## src/rtl/mc_pkg.sv

```systemverilog
// Shared encodings for the multi-cycle MIPS main controller: states, ALUOp codes,
// opcodes, PC source selects and the bundled control-output struct.
package mc_pkg;

  localparam int unsigned MC_OP_W    = 6;
  localparam int unsigned MC_ALUOP_W = 3;

  typedef enum logic [2:0] {
    ST_FETCH  = 3'd0,
    ST_DECODE = 3'd1,
    ST_EXEC   = 3'd2,
    ST_MEM    = 3'd3,
    ST_WB     = 3'd4
  } mc_state_e;

  // Must stay identical to the codes ALU_Ctrl decodes
  localparam logic [MC_ALUOP_W-1:0] ALUOP_R_TYPE = 3'd0;
  localparam logic [MC_ALUOP_W-1:0] ALUOP_ADDI   = 3'd1;
  localparam logic [MC_ALUOP_W-1:0] ALUOP_SLTIU  = 3'd2;
  localparam logic [MC_ALUOP_W-1:0] ALUOP_BEQ    = 3'd3;
  localparam logic [MC_ALUOP_W-1:0] ALUOP_LUI    = 3'd4;
  localparam logic [MC_ALUOP_W-1:0] ALUOP_ORI    = 3'd5;
  localparam logic [MC_ALUOP_W-1:0] ALUOP_BNE    = 3'd6;

  localparam logic [MC_OP_W-1:0] OP_RTYPE = 6'b000000;
  localparam logic [MC_OP_W-1:0] OP_J     = 6'b000010;
  localparam logic [MC_OP_W-1:0] OP_BEQ   = 6'b000100;
  localparam logic [MC_OP_W-1:0] OP_BNE   = 6'b000101;
  localparam logic [MC_OP_W-1:0] OP_ADDI  = 6'b001000;
  localparam logic [MC_OP_W-1:0] OP_SLTIU = 6'b001011;
  localparam logic [MC_OP_W-1:0] OP_ORI   = 6'b001101;
  localparam logic [MC_OP_W-1:0] OP_LUI   = 6'b001111;
  localparam logic [MC_OP_W-1:0] OP_LW    = 6'b100011;
  localparam logic [MC_OP_W-1:0] OP_SW    = 6'b101011;

  localparam logic [1:0] PC_SRC_PC4    = 2'd0;
  localparam logic [1:0] PC_SRC_BRANCH = 2'd1;
  localparam logic [1:0] PC_SRC_JUMP   = 2'd2;

  typedef struct packed {
    logic       mem_req;
    logic       mem_we;
    logic       iord;
    logic       ir_write;
    logic       pc_write;
    logic       pc_write_cond;
    logic [1:0] pc_src;
    logic       branch_ne;
    logic       reg_write;
    logic       reg_dst;
    logic       mem_to_reg;
    logic       alu_src_b;
    logic [MC_ALUOP_W-1:0] alu_op;
    logic       illegal;
  } mc_ctrl_t;

endpackage

```

## src/rtl/mc_op_decode.sv

```systemverilog
// Combinational opcode classifier: ALUOp, B-operand select and instruction class flags.
module mc_op_decode
  import mc_pkg::*;
(
  input  logic [MC_OP_W-1:0]    op,
  output logic [MC_ALUOP_W-1:0] alu_op,
  output logic                  alu_src_b,
  output logic                  is_mem,
  output logic                  is_load,
  output logic                  is_store,
  output logic                  is_rtype,
  output logic                  is_branch,
  output logic                  branch_ne,
  output logic                  is_jump,
  output logic                  illegal
);

  always_comb begin
    alu_op    = ALUOP_R_TYPE;
    alu_src_b = 1'b0;
    is_mem    = 1'b0;
    is_load   = 1'b0;
    is_store  = 1'b0;
    is_rtype  = 1'b0;
    is_branch = 1'b0;
    branch_ne = 1'b0;
    is_jump   = 1'b0;
    illegal   = 1'b0;
    case (op)
      OP_RTYPE: is_rtype = 1'b1;
      OP_ADDI: begin
        alu_op    = ALUOP_ADDI;
        alu_src_b = 1'b1;
      end
      OP_LW: begin
        alu_op    = ALUOP_ADDI;
        alu_src_b = 1'b1;
        is_mem    = 1'b1;
        is_load   = 1'b1;
      end
      OP_SW: begin
        alu_op    = ALUOP_ADDI;
        alu_src_b = 1'b1;
        is_mem    = 1'b1;
        is_store  = 1'b1;
      end
      OP_SLTIU: begin
        alu_op    = ALUOP_SLTIU;
        alu_src_b = 1'b1;
      end
      OP_LUI: begin
        alu_op    = ALUOP_LUI;
        alu_src_b = 1'b1;
      end
      OP_ORI: begin
        alu_op    = ALUOP_ORI;
        alu_src_b = 1'b1;
      end
      OP_BEQ: begin
        alu_op    = ALUOP_BEQ;
        is_branch = 1'b1;
      end
      OP_BNE: begin
        alu_op    = ALUOP_BNE;
        is_branch = 1'b1;
        branch_ne = 1'b1;
      end
      OP_J:    is_jump = 1'b1;
      default: illegal = 1'b1;
    endcase
  end

endmodule

```

## src/rtl/mc_main_ctrl.sv

```systemverilog
// Multi-cycle MIPS main control FSM (FETCH/DECODE/EXEC/MEM/WB) with memory ready handshake.
// Optional retired-instruction counter (instret_o) when MC_PERF_CNT_EN is defined.
module mc_main_ctrl
  import mc_pkg::*;
#(
  parameter int unsigned OP_W    = MC_OP_W,
  parameter int unsigned ALUOP_W = MC_ALUOP_W
) (
  input  logic               clk_i,
  input  logic               rst_i,
  input  logic [OP_W-1:0]    instr_op_i,
  input  logic               mem_ready_i,
  output logic               mem_req_o,
  output logic               mem_we_o,
  output logic               iord_o,
  output logic               ir_write_o,
  output logic               pc_write_o,
  output logic               pc_write_cond_o,
  output logic [1:0]         pc_src_o,
  output logic               branch_ne_o,
  output logic               reg_write_o,
  output logic               reg_dst_o,
  output logic               mem_to_reg_o,
  output logic               alu_src_b_o,
  output logic [ALUOP_W-1:0] ALUOp_o,
  output logic               illegal_o,
  output logic [2:0]         state_o
`ifdef MC_PERF_CNT_EN
  ,
  output logic [31:0]        instret_o
`endif
);

  mc_state_e          state_q, state_d;
  logic [OP_W-1:0]    op_q;
  logic [OP_W-1:0]    dec_op;
  mc_ctrl_t           ctrl_c, ctrl;

  logic [MC_ALUOP_W-1:0] d_alu_op;
  logic d_alu_src_b, d_is_mem, d_is_load, d_is_store, d_is_rtype;
  logic d_is_branch, d_branch_ne, d_is_jump, d_illegal;

  // op_q is still loading during DECODE, so classify the live opcode there
  assign dec_op = (state_q == ST_DECODE) ? instr_op_i : op_q;

  mc_op_decode u_dec (
    .op        (dec_op),
    .alu_op    (d_alu_op),
    .alu_src_b (d_alu_src_b),
    .is_mem    (d_is_mem),
    .is_load   (d_is_load),
    .is_store  (d_is_store),
    .is_rtype  (d_is_rtype),
    .is_branch (d_is_branch),
    .branch_ne (d_branch_ne),
    .is_jump   (d_is_jump),
    .illegal   (d_illegal)
  );

  always_ff @(posedge clk_i or negedge rst_i) begin
    if (!rst_i) begin
      state_q <= ST_FETCH;
      op_q    <= '0;
    end else begin
      state_q <= state_d;
      if (state_q == ST_DECODE) op_q <= instr_op_i;
    end
  end

  always_comb begin
    ctrl_c  = '0;
    state_d = state_q;
    case (state_q)
      ST_FETCH: begin
        ctrl_c.mem_req = 1'b1;
        if (mem_ready_i) begin
          ctrl_c.ir_write = 1'b1;
          ctrl_c.pc_write = 1'b1;
          ctrl_c.pc_src   = PC_SRC_PC4;
          state_d         = ST_DECODE;
        end
      end
      ST_DECODE: begin
        if (d_illegal) begin
          ctrl_c.illegal = 1'b1;
          state_d        = ST_FETCH;
        end else begin
          state_d = ST_EXEC;
        end
      end
      ST_EXEC: begin
        ctrl_c.alu_op    = d_alu_op;
        ctrl_c.alu_src_b = d_alu_src_b;
        if (d_is_branch) begin
          ctrl_c.pc_write_cond = 1'b1;
          ctrl_c.pc_src        = PC_SRC_BRANCH;
          ctrl_c.branch_ne     = d_branch_ne;
          state_d              = ST_FETCH;
        end else if (d_is_jump) begin
          ctrl_c.pc_write = 1'b1;
          ctrl_c.pc_src   = PC_SRC_JUMP;
          state_d         = ST_FETCH;
        end else if (d_is_mem) begin
          state_d = ST_MEM;
        end else begin
          state_d = ST_WB;
        end
      end
      ST_MEM: begin
        ctrl_c.mem_req = 1'b1;
        ctrl_c.iord    = 1'b1;
        ctrl_c.mem_we  = d_is_store;
        if (mem_ready_i) state_d = d_is_store ? ST_FETCH : ST_WB;
      end
      ST_WB: begin
        ctrl_c.reg_write  = 1'b1;
        ctrl_c.reg_dst    = d_is_rtype;
        ctrl_c.mem_to_reg = d_is_load;
        ctrl_c.alu_op     = d_alu_op;
        ctrl_c.alu_src_b  = d_alu_src_b;
        state_d           = ST_FETCH;
      end
      default: state_d = ST_FETCH;
    endcase
  end

  // Reset forces every output low at once, aborting any in-flight memory access
  assign ctrl = rst_i ? ctrl_c : '0;

  assign mem_req_o       = ctrl.mem_req;
  assign mem_we_o        = ctrl.mem_we;
  assign iord_o          = ctrl.iord;
  assign ir_write_o      = ctrl.ir_write;
  assign pc_write_o      = ctrl.pc_write;
  assign pc_write_cond_o = ctrl.pc_write_cond;
  assign pc_src_o        = ctrl.pc_src;
  assign branch_ne_o     = ctrl.branch_ne;
  assign reg_write_o     = ctrl.reg_write;
  assign reg_dst_o       = ctrl.reg_dst;
  assign mem_to_reg_o    = ctrl.mem_to_reg;
  assign alu_src_b_o     = ctrl.alu_src_b;
  assign ALUOp_o         = ctrl.alu_op;
  assign illegal_o       = ctrl.illegal;
  assign state_o         = state_q;

`ifdef MC_PERF_CNT_EN
  logic [31:0] instret_q;

  always_ff @(posedge clk_i or negedge rst_i) begin
    if (!rst_i) begin
      instret_q <= '0;
    end else if (state_d == ST_FETCH &&
                 (state_q == ST_EXEC || state_q == ST_MEM || state_q == ST_WB)) begin
      instret_q <= instret_q + 32'd1;
    end
  end

  assign instret_o = instret_q;
`endif

endmodule
```

## config.mk

```make
export PLATFORM = sky130hd
export DESIGN_NAME = mc_main_ctrl
export DESIGN_NICKNAME = d
export VERILOG_FILES = /design/src/rtl/mc_pkg.sv /design/src/rtl/mc_op_decode.sv /design/src/rtl/mc_main_ctrl.sv
export SDC_FILE = /design/constraint.sdc
export NUM_CORES = 1
export LEC_CHECK = 0
export ABC_AREA = 1
export ABC_CLOCK_PERIOD_IN_PS = 4100
export BUFFER_PORTS_ARGS = -buffer_cell sky130_fd_sc_hd__buf_4
export CAP_MARGIN = 20
export CELL_PAD_IN_SITES_DETAIL_PLACEMENT = 1
export CELL_PAD_IN_SITES_GLOBAL_PLACEMENT = 1
export CORE_MARGIN = 3
export CORE_UTILIZATION = 37
export CTS_CLUSTER_DIAMETER = 60
export DETAILED_ROUTE_END_ITERATION = 6
export PLACE_DENSITY = 0.84
export RECOVER_POWER = 50
export SLEW_MARGIN = 20
export SYNTH_ARGS = -nofsm -noshare
export SYNTH_HDL_FRONTEND = slang
export SYNTH_SLANG_ARGS = --single-unit
```

## constraint.sdc

```tcl
create_clock -name clk_i -period 4.1 [get_ports clk_i]
set_input_delay 0.41 -clock clk_i [delete_from_list [all_inputs] [get_ports clk_i]]
set_output_delay 0.41 -clock clk_i [all_outputs]
set_load 0.05 [all_outputs]
```

# [After elaboration in Yosys (flattened, before gate mapping)]
# Index checks and enable logic that the tools add are counted.
[op_classes] eq_ne=15 n_reduce_logical=10 n_mux=37
[ops] op="6-bit by 4-bit == test with 1-bit output, second input constant" count=4
[ops] op="3-bit two-way mux" count=7
[ops] op="1-bit two-way mux" count=18
[ops] op="3-bit case mux with 6 select lines" count=1
[ops] op="17-bit two-way mux" count=1
[ops] op="6-bit by 3-bit == test with 1-bit output, second input constant" count=2
[ops] op="6-bit == test, second input constant" count=2
[ops] op="2-bit two-way mux" count=6
[ops] op="3-bit case mux with 4 select lines" count=1
[ops] op="10-bit OR reduction" count=1
[ops] op="2-bit OR reduction" count=4
[ops] op="3-bit by 2-bit == test with 1-bit output, second input constant" count=2
[ops] op="6-bit by 2-bit == test with 1-bit output, second input constant" count=1
[ops] op="6-bit logical NOT" count=1
[ops] op="6-bit two-way mux" count=1
[ops] op="6-bit OR reduction" count=1
[ops] op="4-bit two-way mux" count=1
[ops] op="2-bit != test, second input constant" count=2
[ops] op="3-bit by 1-bit == test with 1-bit output, second input constant" count=1
[ops] op="3-bit == test, second input constant" count=1
[ops] op="3-bit logical NOT" count=1
[ops] op="3-bit OR reduction" count=1
[ops] op="1-bit case mux with 2 select lines" count=1
[ops] op="2-bit AND reduction" count=1
[word_totals] word_cells=64 regBits=9 out_inout_bits=20 input_bits=9

# [Logic depth before layout (Yosys ltp)]
# Gate-level depths: netlist of run 1.
[logic_depth] ltp_word=9 depth_mapped=13 ltp_nobuf=12

# [By module]
# A second synthesis of run 1 with hierarchy kept.
[unflattened] hier_cells=129 area_unflattened_um2=789.5
[by_module_without_submodules] mod="mc_main_ctrl" cells_each=89 area_per_inst_um2=598.1 seq_area_each_um2=225.2 instances=1
[by_module_without_submodules] mod="mc_op_decode" cells_each=40 area_per_inst_um2=191.4 seq_area_each_um2=0.0 instances=1

# [Worst setup path after synthesis of run 1]
# OpenSTA, ideal clock, no wires.
[synth_timing] kind="register to output" startpoint="register state_q[2] (netlist: state_o[2])" endpoint="output reg_dst_o" slack_ps=405 stages_incl_launch_ff=5 arrival_ps=3285 cell_sequence="dfrtp_1 > inv_2 > nor3_1 > nand2_1 > nor3_1"
[synth_between] elab_chain_cells=6 elab_cells_between_ends=7 cone_classes="eq/ne (2); mux (4); reduce/logical (1)"
[synth_lines] element="start, declared" line_no="mc_main_ctrl.sv:34" source="mc_state_e state_q, state_d;"
[synth_lines] element="start signal, assigned" line_no="mc_main_ctrl.sv:65" source="state_q <= state_d;"
[synth_lines] element="3-bit by 1-bit == test with 1-bit output" line_no="mc_main_ctrl.sv:44" source="assign dec_op = (state_q == ST_DECODE) ? instr_op_i : op_q;"
[synth_lines] element="6-bit two-way mux"
[synth_lines] element="6-bit logical NOT" line_no="mc_op_decode.sv:29" source="case (op)"
[synth_lines] element="1-bit two-way mux" line_no="mc_op_decode.sv:29"
[synth_lines] element="3-bit two-way mux *" line_no="mc_main_ctrl.sv:73" source="case (state_q)"
[synth_lines] element="17-bit two-way mux *" line_no="mc_main_ctrl.sv:128" source="assign ctrl = rst_i ? ctrl_c : '0;"
[synth_lines] element="end, declared" line_no="mc_main_ctrl.sv:22" source="output logic reg_dst_o,"
# Every way passes the cells marked *; elsewhere a longest branch is shown, timed or not.

# [Worst setup path in the final report of run 1]
[layout_timing] startpoint="register state_q[1] (netlist: state_o[1])" endpoint="output illegal_o"
[layout_between] elab_chain_cells=7 elab_cells_between_ends=16 cone_classes="eq/ne (10); mux (4); reduce/logical (2)"
[layout_lines] element="3-bit by 1-bit == test with 1-bit output *" line_no="mc_main_ctrl.sv:44"
[layout_lines] element="6-bit two-way mux *"
[layout_lines] element="net dec_op[2]" line_no="mc_main_ctrl.sv:36" source="logic [OP_W-1:0] dec_op;"
[layout_lines] element="6-bit by 4-bit == test with 1-bit output, or another cell as far along" line_no="mc_op_decode.sv:29"
[layout_lines] element="10-bit OR reduction (no source line) *"
[layout_lines] element="1-bit two-way mux *" line_no="mc_main_ctrl.sv:84" source="if (d_illegal) begin"
[layout_lines] element="1-bit two-way mux *" line_no="mc_main_ctrl.sv:73"
[layout_lines] element="17-bit two-way mux *" line_no="mc_main_ctrl.sv:128"
[layout_lines] element="end, declared" line_no="mc_main_ctrl.sv:26" source="output logic illegal_o,"
# Mark *: on every way through the listed nets, which the timed path passes. The rest lies on a longest branch.

==> results.md, run 1 <==
- Final period util: 80.7%
- Synth Area in Compound Gates: 2.79%
- Fin crit period: 3.31 ns
- Cells after Synth: 145
- Top post-synthesis cells by area: dfrtp_1 (24%), nand2_1 (13%), nand2_2 (9.3%), nand3_2 (8.5%), inv_1 (8.0%)
- CTS Sinks: 9
- Leak: 0.000647 µW
- Syn Area/Cell: 6.50 µm²
- Net count after synthesis: ~150
- CTS H-Tree Depth: 1
- Routed WL: 2710 µm
- Worst Setup End Kind: output pin
- Clock Pin Slew Worst Setup and Hold Paths: ~0.060 ns
- First-pass GRT wire length: around 4800 µm
- Drt initial violations: 23
- Synth Area in Simple Gates: between 50% and 60%
- Adder-Cell Fraction of Synth Area: 0%
- DP HPWL: 2320 µm
- Post-DR wirelength/cell: between 10 and 15 µm
- Worst setup margin: 0.793 ns
- P_sw: 561 µW
- Peak supply drop: ~0.45 mV
- Synthesis-stage register bit count: 9
- Ys Warns: 0
- Num CTS Buffers: 3
- Area of the mapped netlist: 942 µm²
- Global placement routability congestion: 0.830
- CP Data Arrival Time: 2.90 ns
- Area grow syn2layout: 22.0%
- IO Pins: 29
- Sequential share of power: about 18%
- Status: completed
- Die W: 56.5 µm
- CTS tree: done
- Main synth FF type: dfrtp_1
- Worst-path fanout max: 13
- Pre-CTS WS: 1.52 ns
- Initial antenna violation count: 0
- Worst Clk Skew: approximately 0.0043 ns
- Finish-stage setup viols: 0
- Kind of critical path: reg -> out
- R2R depth: 11
- Final hold vios: 0
- Top cell type's share of synthesized area: 23.9%
- XOR/XNOR share of the synthesized area: 0%
- Post-synth EDFFs: 0
- Setup TNS: 0 ns
- Port Buffers: 28
- Ys async rst share: 100%
- Final Max Slew Viols: 0
- DRT antenna net count: 0
- HP Class: in -> reg
- Clock share of power: 7.6%
- CP Launch Type: flop
- Drt first pass iters: 4
- CTS Buffer Depth: 2
- RSZ-0062 raised after global routing: no
- Rel. slew slack: a little under three fifths
- Vias in the first global route: ~1100
- Setup Fix Bufs, Post-CTS: 0
- Largest area contributor in the netlist: dfrtp_1
- DRC violations left: 0
- Gate power share: 74.3%
- Netlist cell types: 22
- Largest family of logic cells by synthesized area: simple AND/OR/NAND/NOR gates
- Core region area: 0.00232 mm²
- Fmax: 0.302 GHz
- Count leader, synth: nand2_1
- Vert. Die Dim: roughly 56 µm
- GR Overflow Total: 0
- Critical Path RT: 3.69 ns
- Post-synthesis mux area share: 0%
- PD cells: 794 mW/mm²
- Overall global routing resource usage: 18.7%
- Diode count: 0
- Via count: 1012
- Starting Density: 40.6%
- Synth cell count leaders: nand2_1 (32), inv_1 (20), nor2_1 (16), nand2_2 (14), nand3_1 (12)
- Clk Latency, worst-skew pair: 0.26 ns
- CTS root buffer: clkbuf_4
- Worst-margin pin slew: 0.664 ns
- Post-CTS sizing: 0
- Layout cell share with drive strength beyond 1: roughly a third
- Pint: 353 µW
- Max_cap viols: 0
- Hold Path Depth: 3
- Number of core rows: 17
- Final nets: 184
- Seq/Total Area, Yosys: around a quarter
- Via density: 5.01
- Largest net degree at the start of global routing: 14
- Switch share: between 60% and 70%
- Die Area: 0.00319 mm²
## power groups by stage
stage	registers, µW	logic, µW	clock network [µW]
final	166	679	69.1
after global routing	171	759	75.0
after CTS	167	707	70.4
after detailed placement	168	702	0
after global placement	165	676	0
after floorplan	188	544	0
## state kept, by name (all words and copies together), names as in the netlist
| register | count |
|---|---|
| state_o | 3 |
| op_q | 6 |
## metal layers
metal,GRT usage [%],up-vias,part of all wire [%]
li1,-,503,-
met1,24.3,482,45
met2,30.7,23,50
met3,3.45,4,3.2
met4,6.44,0,1.6
met5,0,-,0
## critical path, cell delays in order (launching register included)
cell and delay [ns]:
dfrtp_1 0.42, inv_1 0.32, nand3_1 0.58, nand2_1 0.21, nand2_1 0.18, inv_2 0.12
nor2_1 0.07, nand2_1 0.09, nand2_1 0.06, nor2_1 0.14, nand2_2 0.08, nor3_2 0.13
buf_4 0.24
## path summary, 6_finish.rpt
check,startpoint,to,slack (ns)
worst min register to register,op_q[5]$_DFF_PN0_,op_q[5]$_DFF_PN0_,0.56
min in group asynchronous,rst_i,op_q[3]$_DFF_PN0_,0.68
worst min-delay path,mem_ready_i,state_o[0]$_DFFE_PN0P_,0.41
worst max-delay path,state_o[1]$_DFFE_PN0P_,illegal_o,0.79
max in group asynchronous,rst_i,state_o[2]$_DFFE_PN0P_,3.01
worst max register to register,state_o[1]$_DFFE_PN0P_,state_o[1]$_DFFE_PN0P_,1.56
## logic make-up (layout without fill, tap and decap cells)
| group | count (synthesis) | count (layout) |
|---|---|---|
| DFF | 9 | 9 |
| AOI/OAI and AO/OA | 4 | 4 |
| buffers and inverters | 29 | 58 |
| and+or+nand+nor | 103 | 103 |
## metrics by stage
step           power, µW  util [%]  hold WS (ns)  cell area, µm²  cells
6_report             913      49.6         0.411            1150    202
3_5_place_dp         871      49.6         0.258            1150    197
2_1_floorplan        732         -         0.114             942    145
4_1_cts              945      51.2         0.410            1190    202
5_1_grt             1000      49.6         0.440            1150    202
3_3_place_gp         841      49.6         0.255            1150    197
## layout make-up
| class | instances | area (µm²) |
|---|---|---|
| Clock buffer | 4 | 26.3 |
| Inverter | 25 | 93.8 |
| Tap cell | 28 | 35.0 |
| Sequential cell | 9 | 225 |
| Fill cell | 323 | 1170 |
| Timing Repair Buffer | 29 | 201 |
| Multi-Input combinational cell | 107 | 568 |
## timing repair
item | 4_1_cts | 5_1_grt
endpoints found under the setup margin | 0 | 0
hold endpoints to repair | 9 | 0
hold buffers | 1 | 0
## cell usage in the layout (no fill, tap or decap), drive strengths merged
| master | synthesis | final |
|---|---|---|
| nand3 | 20 | 20 |
| nand2 | 48 | 48 |
| nor2 | 25 | 25 |
| nor3 | 6 | 6 |
| nand3b | 2 | 2 |
| nand4 | 1 | 1 |
| clkbuf | 0 | 9 |
| inv | 25 | 25 |
| a21oi | 2 | 2 |
| dfrtp | 9 | 9 |
| dlygate4sd3 | 0 | 1 |
| o21ai | 1 | 1 |
| or2 | 1 | 1 |
| o211ai | 1 | 1 |
| buf | 4 | 23 |
No activity file was read; power rests on OpenSTA's default activity.
==> run 2, diff against run 1 <==
- ABC_CLOCK_PERIOD_IN_PS: 4100 -> 2800
- CORE_ASPECT_RATIO: default -> 2
- CORE_UTILIZATION: 37 -> 31
- PLACE_DENSITY: 0.84 -> 0.75
- clock period: 4.1 -> 2.8 ns (I/O delays scaled with it)
==> run 2 against run 1 <==
Net effect: final cell count increased by 0.50%; register-to-register slack lost 0.66 ns; clock skew fell by 0.0029 ns; first-iteration DRC count fell by 48%; routed wire length is 6.4% higher; largest cell class unchanged; highest routed layer unchanged.
==> results.md, run 2 (synthesis results as in run 1) <==
- Status: completed (unchanged)
- CP Launch Type: flop (unchanged)
- Final Max Slew Viols: 0 (unchanged)
- Clock Pin Slew Worst Setup and Hold Paths: 0.05 ns (was 0.06 ns)
- Die W: 45.0 µm (was 56.5 µm)
- CTS root buffer: clkbuf_8 (was clkbuf_4)
- Worst-path fanout max: 13 (unchanged)
- Largest stage delay, worst path: 0.44 ns (was 0.58 ns)
- Launching point of the worst reg2reg path: state_o[1]$_DFFE_PN0P_ (unchanged)
- Number of core rows: 27 (was 17)
- GR Overflow Total: 0 (unchanged)
- DRC violations left: 0 (unchanged)
- Final nets: 184 (unchanged)
- Via count: 1000 (was 1012)
- Rel. slew slack: 59.4% (was 55.6%)
- IO Pins: 29 (unchanged)
- Vert. Die Dim: 84.0 µm (was 56.5 µm)
- Most frequent cells in the layout: nand2_1 (34), buf_4 (24), inv_1 (20) (was nand2_1 (35), buf_4 (23), inv_1 (21))
- Leak: 0.000665 µW (was 0.000647 µW)
- Via density: 4.93 (was 5.01)
- Diode count: 0 (unchanged)
- Setup Fix Bufs, Post-CTS: 0 (unchanged)
- Num CTS Buffers: 3 (unchanged)
- Routed WL: 2890 µm (was 2710 µm)
- First-pass GRT wire length: 4960 µm (was 4800 µm)
- Layout cell share with drive strength beyond 1: 40.8% (was 35.1%)
- CTS H-Tree Depth: 1 (unchanged)
- Final hold vios: 0 (unchanged)
- Setup TNS: 0 ns (unchanged)
- Initial antenna violation count: 0 (unchanged)
- Fin area: 0.00122 mm² (was 0.00115 mm²)
- Final period util: 90.4%
- Fillers: 389 (was 323)
- Slowest CP cell: dfrtp_1 (was nand3_1)
- Kind of critical path: reg -> out (unchanged)
- Die Area: 0.00378 mm² (was 0.00319 mm²)
- CP Data Arrival Time: 2.25 ns (was 2.90 ns)
- Largest net degree at the start of global routing: 14 (unchanged)
- Worst-margin pin slew: 0.612 ns (was 0.664 ns)
- Post-DR wirelength/cell: 14.2 µm (was 13.4 µm)
- Commonest non-fill, non-tap cell in the layout: nand2_1 (unchanged)
- Worst R2R Setup Slack: 0.90 ns (was 1.56 ns)
- Critical Path Most Common Cell: nand2_1 (unchanged)
- Placed cell count: 198 (was 197)
- Drt initial violations: 12 (was 23)
- Starting Density: 33.2% (was 40.6%)
- Placed Area: 0.00117 mm² (was 0.00115 mm²)
- Finish-stage setup viols: 0 (unchanged)
- HP Class: in -> reg (unchanged)
- Critical Path RT: 2.52 ns (was 3.69 ns)
- Worst-path cell chain: inv_4 -> nand3_4 -> nand2_1 -> nand2_1 -> nand2_1 -> nor2_2 -> nand2_1 -> nand2_1 -> nor2_2 -> nand2_2 -> nor3_2 -> buf_4 (was inv_1 -> nand3_1 -> nand2_1 -> nand2_1 -> inv_2 -> nor2_1 -> nand2_1 -> nand2_1 -> nor2_1 -> nand2_2 -> nor3_2 -> buf_4)
- Core region area: 0.00284 mm² (was 0.00232 mm²)
- Drt first pass iters: 2 (was 4)
- Max_cap viols: 0 (unchanged)
- Max reg flops: 6 (unchanged)
- DRT antenna net count: 0 (unchanged)
- Peak supply drop: 0.406 mV (was 0.455 mV)
- Area grow syn2layout: 29.5% (was 22.0%)
- Port Buffers: 28 (unchanged)
- Worst setup endpoint: illegal_o (unchanged)
- Vias in the first global route: 1093 (was 1065)
- Clk Latency, worst-skew pair: 0.24 ns (was 0.26 ns)
- RSZ-0062 raised after global routing: no (unchanged)
- Top reg by flops: op_q (unchanged)
- CTS Sinks: 9 (unchanged)
- R2R depth: 11 (unchanged)
- Final Total Pwr: 1420 µW (was 913 µW)
- Worst reg2reg endpoint: state_o[1]$_DFFE_PN0P_ (unchanged)
- Worst Clk Skew: 0.00141 ns (was 0.00433 ns)
- CTS tree: done (unchanged)
- CTS Buffer Depth: 2 (unchanged)
- CP startpoint: state_o[1]$_DFFE_PN0P_ (unchanged)
- Fin crit period: 2.53 ns
- Overall global routing resource usage: 17.1% (was 18.7%)
- Finished Layout Cells: 203 (was 202)
- DP HPWL: 2420 µm (was 2320 µm)
- Worst Setup End Kind: output pin (unchanged)
- Fmax: 0.395 GHz
- PD cells: 1170 mW/mm² (was 794 mW/mm²)
- Global placement routability congestion: 0.811 (was 0.830)
run 2: cell count changes in the layout (fill, tap and decap cells not counted), moves of 2 or more:
cell,before,now
clkbuf_4,3,0
clkbuf_8,0,3
nor2_1,16,14
nor2_2,7,9
nor3_1,5,2
nor3_2,1,4
run 2: repair_timing:
item / CTS / global route
pin swaps: 0 / 0
endpoints found under the hold margin: 9 / 0
gates resized for setup: 1 / 1
hold buffers: 1 / 0
setup endpoints to repair: 1 / 2
run 2: worst max-delay path: cells and delay by family, from the launching register on:
kind / cells / cell delay (ns)
simple gates: 10 / 1.16
flops: 1 / 0.44
buf+inv: 2 / 0.39
run 2: how the worst min path moves through the flow:
stage	start	endpoint	cells past startpoint
floorplan	rst_i	op_q[0]$_DFF_PN0_	0
global placement	rst_i	state_o[0]$_DFFE_PN0P_	1
global route	mem_ready_i	state_o[0]$_DFFE_PN0P_	3
detailed placement	rst_i	state_o[0]$_DFFE_PN0P_	1
CTS	mem_ready_i	state_o[0]$_DFFE_PN0P_	3
finish	mem_ready_i	state_o[0]$_DFFE_PN0P_	3
run 2: layout make-up:
cell class	instances	area, µm²	share of cell area (%)
Sequential cell	9	225	18.5
Tap cell	29	36.3	2.97
Inverter	25	96.3	7.90
Clock buffer	4	45.0	3.69
Multi-Input combinational cell	107	612	50.2
Timing Repair Buffer	29	205	16.8
run 2: where the power goes:
group	leakage, µW	switching [µW]	total (µW)	internal (µW)
Sequential	0.000112	48.4	237	188
Clock	0.0000228	56.0	156	99.6
Combinational	0.000530	740	1030	290
run 2: metrics by stage:
stage | setup slack, ns | hold slack (ns) | utilization (%)
global placement | 0.363 | 0.128 | 41.4
finish | 0.268 | 0.292 | 43.0
floorplan | 0.0184 | -0.0156 | -
detailed placement | 0.272 | 0.127 | 41.4
CTS | 0.140 | 0.294 | 43.6
global route | 0.0630 | 0.310 | 43.0
run 2: layer usage:
metal / GRT usage, % / share of wire, %
met2: 32.6 / 58
met4: 6.40 / 1.5
met1: 17.3 / 36
met3: 1.51 / 3.9
met5: 0 / 0
==> run 3, diff against run 2 <==
- ABC_CLOCK_PERIOD_IN_PS: 2800 -> 2700
- CORE_UTILIZATION: 31 -> 34
- PLACE_DENSITY: 0.75 -> 0.78
- clock period: 2.8 -> 2.7 ns (I/O delays scaled with it)
==> run 3 against run 2 <==
Net effect: highest routed layer unchanged; register-to-register slack got worse by 0.14 ns; worst hold slack got worse by 0.0012 ns; clock skew increased by 0.0018 ns; cell area increased by 1.0%; sequential power increased by 5%; via count increased by 2.3%; critical endpoint unchanged; die area decreased by 7.9%; core utilization increased by 4.4 points.
==> results.md, run 3 (synthesis results as in run 1) <==
- CTS root buffer: clkbuf_8 (unchanged)
- Worst R2R Setup Slack: 0.76 ns (was 0.90 ns)
- CP startpoint: state_o[1]$_DFFE_PN0P_ (unchanged)
- Fin crit period: approximately 2.5 ns
- Largest net degree at the start of global routing: 14 (unchanged)
- Worst-path cell chain: inv_4 -> nand3_4 -> nand2_1 -> nand2_1 -> nor2_2 -> nand3_2 -> nand2_1 -> nor2_1 -> nand2_2 -> nor3_2 -> buf_4 (was inv_4 -> nand3_4 -> nand2_1 -> nand2_1 -> nand2_1 -> nor2_2 -> nand2_1 -> nand2_1 -> nor2_2 -> nand2_2 -> nor3_2 -> buf_4)
- Top reg by flops: op_q (unchanged)
- Setup Fix Bufs, Post-CTS: 0 (unchanged)
- Die Area: 0.00348 mm² (was 0.00378 mm²)
- Vert. Die Dim: 80.4 µm (was 84.0 µm)
- Max_cap viols: 0 (unchanged)
- Worst Clk Skew: 0.00325 ns (was 0.00141 ns)
- Overall global routing resource usage: 18.8% (was 17.1%)
- Worst reg2reg endpoint: state_o[1]$_DFFE_PN0P_ (unchanged)
- Clk Latency, worst-skew pair: 0.24 ns (about the same)
- Buffers & Inverters on Critical Path: 2 (unchanged)
- First-pass GRT wire length: 5000 µm (was 4960 µm)
- Launching point of the worst reg2reg path: state_o[1]$_DFFE_PN0P_ (unchanged)
- Slowest CP cell: dfrtp_1 (unchanged)
- Largest stage delay, worst path: 0.44 ns (about the same)
- Clock Pin Slew Worst Setup and Hold Paths: 0.04 ns (was 0.05 ns)
- Worst Setup End Kind: output pin (unchanged)
- Num CTS Buffers: 3 (unchanged)
- Fillers: 364 (was 389)
- Commonest non-fill, non-tap cell in the layout: nand2_1 (unchanged)
- Diode count: 0 (unchanged)
- CP Launch Type: flop (unchanged)
- Fmax: around 0.4 GHz
- Hold endpoint: state_o[0]$_DFFE_PN0P_ (unchanged)
- Critical Path RT: 2.43 ns (was 2.52 ns)
- Number of core rows: 26 (was 27)
- R2R depth: 11 (unchanged)
- Area grow syn2layout: 30.8% (was 29.5%)
- Final period util: 92.9%
- Worst-margin pin slew: 0.616 ns (was 0.612 ns)
- Port Buffers: 28 (unchanged)
- Routed WL: 2940 µm (was 2890 µm)
- Finish-stage setup viols: 0 (unchanged)
- DRC violations left: 0 (unchanged)
- Starting Density: 36.2% (was 33.2%)
- Hold Path Depth: 3 (unchanged)
- Post-DR wirelength/cell: 14.5 µm (was 14.2 µm)
- Worst-path fanout max: 13 (unchanged)
- Die W: 43.2 µm (was 45.0 µm)
- Rel. slew slack: 59.1% (was 59.4%)
- Final hold vios: 0 (unchanged)
- DRT antenna net count: 0 (unchanged)
- Delay-heaviest family, CP: simple AND/OR/NAND/NOR gates (unchanged)
- CTS Buffer Depth: 2 (unchanged)
- Critical Path Most Common Cell: nand2_1 (unchanged)
- HP Class: in -> reg (unchanged)
- CP Data Arrival Time: 2.24 ns (was 2.25 ns)
- Leak: 0.000670 µW (was 0.000665 µW)
- PD cells: 1220 mW/mm² (was 1170 mW/mm²)
- Hold_ws: 0.290 ns (was 0.292 ns)
- Status: completed (unchanged)
- Vias in the first global route: 1096 (was 1093)
- Via density: 5.06 (was 4.93)
- CTS Sinks: 9 (unchanged)
- Initial antenna violation count: 0 (unchanged)
- Drt first pass iters: 4 (was 2)
- IO Pins: 29 (unchanged)
- Max reg flops: 6 (unchanged)
- Kind of critical path: reg -> out (unchanged)
- Peak supply drop: 0.530 mV (was 0.406 mV)
- CTS H-Tree Depth: 1 (unchanged)
- Drt initial violations: 20 (was 12)
- Most frequent cells in the layout: nand2_1 (33), buf_4 (25), inv_1 (20) (was nand2_1 (34), buf_4 (24), inv_1 (20))
- Final Total Pwr: 1500 µW (was 1420 µW)
- Final nets: 184 (unchanged)
- GR Overflow Total: 0 (unchanged)
- RSZ-0062 raised after global routing: no (unchanged)
- Hold_sp: mem_ready_i (unchanged)
- CTS tree: done (unchanged)
- Layout cell share with drive strength beyond 1: 43.1% (was 40.8%)
- Via count: 1023 (was 1000)
- Core region area: 0.00260 mm² (was 0.00284 mm²)
- Global placement routability congestion: 0.786 (was 0.811)
- DP HPWL: 2540 µm (was 2420 µm)
- Final Max Slew Viols: 0 (unchanged)
## run 3: worst max-delay path by stage
stage	slack (ns)	cells after the start	endpoint
after detailed placement	0.24	11	illegal_o
after global placement	0.30	11	illegal_o
after floorplan	-0.06	6	ALUOp_o[0]
final	0.19	11	illegal_o
after CTS	0.12	12	illegal_o
after global routing	0.002	12	illegal_o
## run 3: layout make-up
class	count	area (µm²)	share of cell area, %
multi-input cells	107	622	50.5
flip-flops and latches	9	225	18.3
repair buffers	29	209	17.0
inverters	25	96.3	7.82
clock buffers	4	45.0	3.65
well taps	28	35.0	2.84
## run 3: timing repair
action	CTS	global route
hold buffers	1	0
hold endpoints to repair	9	0
resized for setup	1	1
pin swaps	0	1
endpoints found under the setup margin	2	3
## run 3: report_power, final
part	switching, µW	leakage [µW]	internal [µW]
Combinational	786	0.000535	302
Sequential	55.2	0.000112	195
Clock	55.7	0.0000228	103
Total	897	0.000670	600
## run 3: routing by layer
metal  share of wire (%)  vias up  GRT usage (%)
met5                   0        -              0
met4                 2.9        0           9.67
met3                 3.3        9           1.79
met2                  57       26           35.6
met1                  36      486           19.1
li1                    -      502              -
## run 3: worst min-delay path, cell delays in order
cell	delay, ns
buf_4	0.09
o21ai_0	0.08
nand2_1	0.05
## run 3: metrics by stage
step	utilization, %	area [µm²]	setup slack (ns)	cells	TNS (ns)
after floorplan	-	973	-0.0632	145	-0.0632
after global placement	45.4	1180	0.297	197	0
after detailed placement	45.4	1180	0.244	197	0
after CTS	47.8	1240	0.120	202	0
after global routing	47.4	1230	0.00227	202	0
final	47.4	1230	0.193	202	0
